## config.mk

```make
export PLATFORM = sky130hd
export DESIGN_NAME = pass_engine
export DESIGN_NICKNAME = d
export VERILOG_FILES = /design/src/rtl/pass_engine.sv
export SDC_FILE = /design/constraint.sdc
export NUM_CORES = 1
export LEC_CHECK = 0
export BUFFER_PORTS_ARGS = -buffer_cell sky130_fd_sc_hd__buf_2
export CAP_MARGIN = 20
export CORE_ASPECT_RATIO = 0.75
export CORE_MARGIN = 8
export CORE_UTILIZATION = 56
export DETAILED_ROUTE_END_ITERATION = 6
export GPL_TIMING_DRIVEN = 0
export PLACE_DENSITY = 0.9
export SYNTH_ARGS = -nofsm -noshare
export SYNTH_HDL_FRONTEND = slang
export SYNTH_SLANG_ARGS = --single-unit
export TNS_END_PERCENT = 1
```

## constraint.sdc

```tcl
create_clock -name clk_i -period 4.3 [get_ports clk_i]
set_clock_uncertainty 0.1 [all_clocks]
set_input_delay 0.645 -clock clk_i [delete_from_list [all_inputs] [get_ports clk_i]]
set_output_delay 0.645 -clock clk_i [all_outputs]
set_load 0.005 [all_outputs]
```

## src/rtl/pass_engine.sv

```systemverilog
// Pass engine: steps a neuron index per requested training pass,
// handshaking each index with the MAC datapath and flagging completion.
module pass_engine #(
  parameter int N0     = 4,
  parameter int N1     = 2,
  parameter int IDX_W  = 3,
  parameter int ERR_W  = 8,
  parameter int THRESH = 8,
  parameter int MAX_EP = 4,
  parameter int EP_W   = 3
) (
  input  logic             clk_i,
  input  logic             rst_i,
  input  logic             en_i,
  input  logic             f0_pass_i,
  input  logic             f1_pass_i,
  input  logic             b_pass_i,
  input  logic             step_ack_i,
  input  logic [ERR_W-1:0] err_i,
  output logic             step_req_o,
  output logic [IDX_W-1:0] idx_o,
  output logic [1:0]       layer_o,
  output logic             busy_o,
  output logic             f0_end_o,
  output logic             f1_end_o,
  output logic             b_end_o,
  output logic             end_check_o,
  output logic             proto_err_o
);

  typedef enum logic [1:0] {
    S_IDLE,
    S_REQ,
    S_DONE,
    S_HOLD
  } state_t;

  localparam logic [1:0] L_NONE = 2'b00;
  localparam logic [1:0] L_F0   = 2'b01;
  localparam logic [1:0] L_F1   = 2'b10;
  localparam logic [1:0] L_B    = 2'b11;

  localparam logic [IDX_W-1:0] LAST0 = IDX_W'(N0 - 1);
  localparam logic [IDX_W-1:0] LAST1 = IDX_W'(N1 - 1);
  localparam logic [ERR_W-1:0] TH    = ERR_W'(THRESH);
  localparam logic [EP_W-1:0]  EP_LAST = EP_W'(MAX_EP - 1);

  state_t           state;
  logic [EP_W-1:0]  epoch;
  logic             act_en;
  logic [IDX_W-1:0] last_idx;
  logic [1:0]       n_en;
  logic [1:0]       sel_layer;

  always_comb begin
    act_en = 1'b0;
    unique case (layer_o)
      L_F0:    act_en = f0_pass_i;
      L_F1:    act_en = f1_pass_i;
      L_B:     act_en = b_pass_i;
      default: act_en = 1'b0;
    endcase
    last_idx = (layer_o == L_F0) ? LAST0 : LAST1;
    n_en = {1'b0, f0_pass_i} + {1'b0, f1_pass_i} + {1'b0, b_pass_i};
    if (f0_pass_i)      sel_layer = L_F0;
    else if (f1_pass_i) sel_layer = L_F1;
    else                sel_layer = L_B;
  end

  always_ff @(posedge clk_i or negedge rst_i) begin
    if (!rst_i) begin
      state       <= S_IDLE;
      epoch       <= '0;
      step_req_o  <= 1'b0;
      idx_o       <= '0;
      layer_o     <= L_NONE;
      busy_o      <= 1'b0;
      f0_end_o    <= 1'b0;
      f1_end_o    <= 1'b0;
      b_end_o     <= 1'b0;
      end_check_o <= 1'b0;
      proto_err_o <= 1'b0;
    end else if (en_i) begin
      f0_end_o    <= 1'b0;
      f1_end_o    <= 1'b0;
      b_end_o     <= 1'b0;
      end_check_o <= 1'b0;
      unique case (state)
        S_IDLE: begin
          if (n_en == 2'd1) begin
            state      <= S_REQ;
            step_req_o <= 1'b1;
            busy_o     <= 1'b1;
            idx_o      <= '0;
            layer_o    <= sel_layer;
            if (f0_pass_i) epoch <= '0;
          end else if (n_en > 2'd1) begin
            proto_err_o <= 1'b1;
          end
        end
        S_REQ, S_DONE: begin
          if (!act_en) begin
            // abort: enable withdrawn mid-pass
            state      <= S_IDLE;
            step_req_o <= 1'b0;
            busy_o     <= 1'b0;
            idx_o      <= '0;
            layer_o    <= L_NONE;
          end else if (state == S_REQ) begin
            if (step_ack_i) begin
              if (idx_o == last_idx) begin
                state      <= S_DONE;
                step_req_o <= 1'b0;
              end else begin
                idx_o <= idx_o + 1'b1;
              end
            end
          end else if (layer_o == L_F0 &&
                       err_i >= TH && epoch != EP_LAST) begin
            f0_end_o   <= 1'b1;
            epoch      <= epoch + 1'b1;
            idx_o      <= '0;
            step_req_o <= 1'b1;
            state      <= S_REQ;
          end else begin
            end_check_o <= (layer_o == L_F0);
            f1_end_o    <= (layer_o == L_F1);
            b_end_o     <= (layer_o == L_B);
            idx_o       <= '0;
            busy_o      <= 1'b0;
            state       <= S_HOLD;
          end
        end
        S_HOLD: begin
          if (!act_en) begin
            state   <= S_IDLE;
            layer_o <= L_NONE;
          end
        end
        default: state <= S_IDLE;
      endcase
    end
  end

endmodule

```

==> impl_metrics.tcl <==
set metrics [dict create \
    dpl.hpwl_mm 2.04 \
    synth_seq_cells 17 \
    unrepaired_setup_endpoints_after_global_routing "false" \
    min_path_type "input port to asynchronous set/reset pin" \
    worst_ep_required_time_ns 4.39 \
    multi_input_logic_area_um2 639 \
    synth-main-ff-cell "sky130_fd_sc_hd__dfrtp_1" \
    detail_route.first_pass.iterations 4 \
    cp_slowest_stage_delay_ns 0.54 \
    maxCapViolations 0 \
    drv_slew 0 \
    setup-violations-final 0 \
    die_area_um2 3740 \
    synth_warnings 0 \
    slew_headroom_pct 67.3 \
    synth_nets 138 \
    placed_cells_incl_taps 160 \
    clkTransAtPathRegs_ns 0.10 \
    clk_latency_ns 0.30 \
    grt_max_degree 18 \
    synth_edf_count 0 \
    synth_top_family_by_area "compound AO/OA/AOI/OAI gates" \
    floorplan.initialDensity_pct 57.9 \
    boundaryPins 27 \
    cpMaxStageDelayCell "sky130_fd_sc_hd__fa_1" \
    horizontal_die_dimension_um 68.0 \
    detail_route.iter0.violations 56 \
    first_global_vias 960 \
    yosysSeqAreaShare_pct 37.4 \
    postPlaceCellArea_um2 1280 \
    port_buffers 22 \
    p_sw_share_pct 42.5 \
    p_comb_share_pct 56.8 \
    wirelength_mm 2.62 \
    global_route.overflow_total 0 \
    viasPerCell 5.87 \
    cpLargestDelayFamily "adder cells" \
    layout.filler_cells 160 \
    power.switching_w 0.000321 \
    synth_area_um2 1140 \
    utilization_pct 66.4 \
    setup_total_negative_slack_ns 0 \
    critical_path_buffers_and_inverters 1 \
    yosysUniqueCellTypes 40 \
    final_min_period_over_clock_period_pct 59.8 \
    startpoint_type "input port" \
    cts_htree_levels 1 \
    design.core.area_um2 1960 \
    clock_tree.buffer_depth 2 \
    postRouteAntennaNets 0 \
    number_of_buffers_created_by_cts 3 \
    synth-adder-area-share_pct 10.6 \
    maximum_achievable_frequency_ghz 0.389 \
    groute.usage.overall_pct 15.2 \
    most_area_consuming_cells_after_synthesis "sky130_fd_sc_hd__dfrtp_1 (37%), sky130_fd_sc_hd__ha_1 (8.8%), sky130_fd_sc_hd__mux2i_1 (4.4%)" \
    post_cts_repair_timing_setup_buffer_count 0 \
    transition_time_of_the_tightest_slew_check_pin_ns 0.491 \
    wl_per_cell_um 15.9 \
    async_flop_share_pct 100 \
    cts_num_sinks 17 \
    cp_max_fo 6 \
    cp_data_arrival_time_ns 2.66 \
    root_buffer_master "sky130_fd_sc_hd__clkbuf_4" \
    pwr-share-clk_pct 11.7 \
    routabilityCongestion 0.904 \
    n_antenna_cell 0 \
    final_non_filler_cell_area_um2 1300 \
    grt_antenna_before_repair 0 \
    p_leak_nw 0.654 \
    post_synth_inst_count 114 \
    fin_crit_ns 2.57 \
    critical_path_class "input port to flop" \
    post_layout_nonfiller_instances 164 \
    vias 963 \
    nets 165 \
    cts_tree "yes" \
    drive_gt1_share_pct 30.0 \
    peakVddDrop_uv 444 \
    die_y_um 55.0 \
    synth_mux_area_share_pct 7.71 \
    power.share.sequential_pct 31.5 \
    post_synth_and_or_nand_nor_area_fraction_pct 18.3 \
    number_of_hold_buffers_added_after_cts 0 \
    report.final.hold_viol_count 0 \
    power.density_nw_per_um2 580 \
    row_count 14 \
    crit_chain "buf_2 > fa_1 > or2b_2 > a21boi_2 > nand2b_1 > a31oi_1 > mux2_2" \
    synthXorXnorAreaFrac_pct 0.771 \
    outcome "finished clean" \
    postCtsResizedCells 0 \
    synth_top_area_cell "sky130_fd_sc_hd__dfrtp_1" \
    syn_avg_cell_area_um2 9.97 \
    areaGrowthSynthToFinish_pct 14.6 \
    design_internal_power_w 0.000434 \
    end_kind "flop" \
    drc_errors 0 \
    regArea_um2 425 \
    synth_compound_gate_area_share_pct 18.9 \
    synthDominantCellAreaShare_pct 37.4 \
    grt_first_pass_wirelength_mm 4.33 \
]
-- layout make-up --
type | instances | area share, %
plain buffers | 2 | 2.02
clock buffers | 4 | 2.02
inverters | 12 | 3.46
multi-input cells | 83 | 49.1
flip-flops and latches | 17 | 32.7
well taps | 24 | 2.31
repair buffers | 22 | 8.45
-- path summary, 6_finish.rpt --
check                      slack (ns)     endpoint  cells after the start        start
setup / recovery                 1.73     idx_o[1]                      7    f0_pass_i
hold / removal                   0.15     idx_o[2]                      1        rst_i
setup reg to reg                 2.20     idx_o[1]                      6     state[0]
hold reg to reg                  0.37  proto_err_o                      1  proto_err_o
max in group asynchronous        3.67  end_check_o                      1        rst_i
min in group clk_i               0.37  proto_err_o                      1  proto_err_o
-- cell usage in the layout, fill, tap and decap left out, types with 2 or more instances in the layout --
| master | count |
|---|---|
| sky130_fd_sc_hd__o21ai_0 | 9 |
| sky130_fd_sc_hd__o22ai_1 | 2 |
| sky130_fd_sc_hd__nor2_1 | 5 |
| sky130_fd_sc_hd__and3_1 | 2 |
| sky130_fd_sc_hd__dfrtp_1 | 17 |
| sky130_fd_sc_hd__buf_2 | 22 |
| sky130_fd_sc_hd__mux2_2 | 2 |
| sky130_fd_sc_hd__ha_1 | 8 |
| sky130_fd_sc_hd__inv_1 | 12 |
| sky130_fd_sc_hd__nand3_1 | 5 |
| sky130_fd_sc_hd__clkbuf_4 | 3 |
| sky130_fd_sc_hd__or2b_2 | 2 |
| sky130_fd_sc_hd__a21oi_1 | 3 |
| sky130_fd_sc_hd__a32o_1 | 2 |
| sky130_fd_sc_hd__nand4b_1 | 2 |
| sky130_fd_sc_hd__a31oi_1 | 2 |
| sky130_fd_sc_hd__nand2b_1 | 4 |
| sky130_fd_sc_hd__nand2_1 | 7 |
| sky130_fd_sc_hd__a31o_2 | 2 |
| sky130_fd_sc_hd__nor3_1 | 2 |
| sky130_fd_sc_hd__mux2i_1 | 5 |
-- cell families after synthesis --
logic type	count (synthesis)
AO/OA/AOI/OAI	29
AND/OR/NAND/NOR	36
buffers and inverters	14
XOR/XNOR	1
flip-flops	17
adder cells (fa/ha/maj)	9
multiplexers	8
-- worst register-to-register path, stage by stage, from the launching register on --
cell                       delay (ns)
sky130_fd_sc_hd__dfrtp_1         0.41
sky130_fd_sc_hd__inv_1           0.11
sky130_fd_sc_hd__ha_1            0.33
sky130_fd_sc_hd__a21boi_2        0.29
sky130_fd_sc_hd__nand2b_1        0.16
sky130_fd_sc_hd__a31oi_1         0.24
sky130_fd_sc_hd__mux2_2          0.36
-- stage by stage --
stage | power, W | hold WS [ns] | setup WS (ns)
2_1_floorplan | 0.000557 | 0.249 | 1.75
3_3_place_gp | 0.000644 | 0.347 | 1.44
3_5_place_dp | 0.000665 | 0.357 | 1.43
4_1_cts | 0.000758 | 0.158 | 1.75
5_1_grt | 0.000814 | 0.175 | 1.68
6_report | 0.000755 | 0.153 | 1.73
-- state kept, by name (all words and copies together) (netlist names) --
register and flops:
epoch 3, idx_o 3, layer_o 2, state 2, b_end_o 1, busy_o 1
end_check_o 1, f0_end_o 1, f1_end_o 1, proto_err_o 1, step_req_o 1
-- metal layers --
layer  GRT usage, %  share of wire (%)  wire length [um]  vias up
li1               -                  -                 -      460
met1           17.8                 43              1130      463
met2           25.8                 48              1250       35
met3           6.04                8.2               214        5
met4           4.07               0.50                13        0
met5              0                  0                 0        -
-- power groups by stage --
stage | Clock [W] | Sequential [W] | Combinational (W)
6_report | 0.0000883 | 0.000238 | 0.000429
5_1_grt | 0.0000978 | 0.000245 | 0.000471
4_1_cts | 0.0000917 | 0.000238 | 0.000427
3_5_place_dp | 0 | 0.000242 | 0.000423
3_3_place_gp | 0 | 0.000238 | 0.000406
2_1_floorplan | 0 | 0.000237 | 0.000320
-- synthesized netlist by cell type, types with 3 or more instances --
library cell and n:
sky130_fd_sc_hd__dfrtp_1 17, sky130_fd_sc_hd__inv_1 12, sky130_fd_sc_hd__o21ai_0 9, sky130_fd_sc_hd__ha_1 8, sky130_fd_sc_hd__nand2_1 7, sky130_fd_sc_hd__mux2i_1 5, sky130_fd_sc_hd__nand3_1 5, sky130_fd_sc_hd__nor2_1 5
sky130_fd_sc_hd__nand2b_1 4, sky130_fd_sc_hd__a21oi_1 3
(Power assumes the default switching activity.)
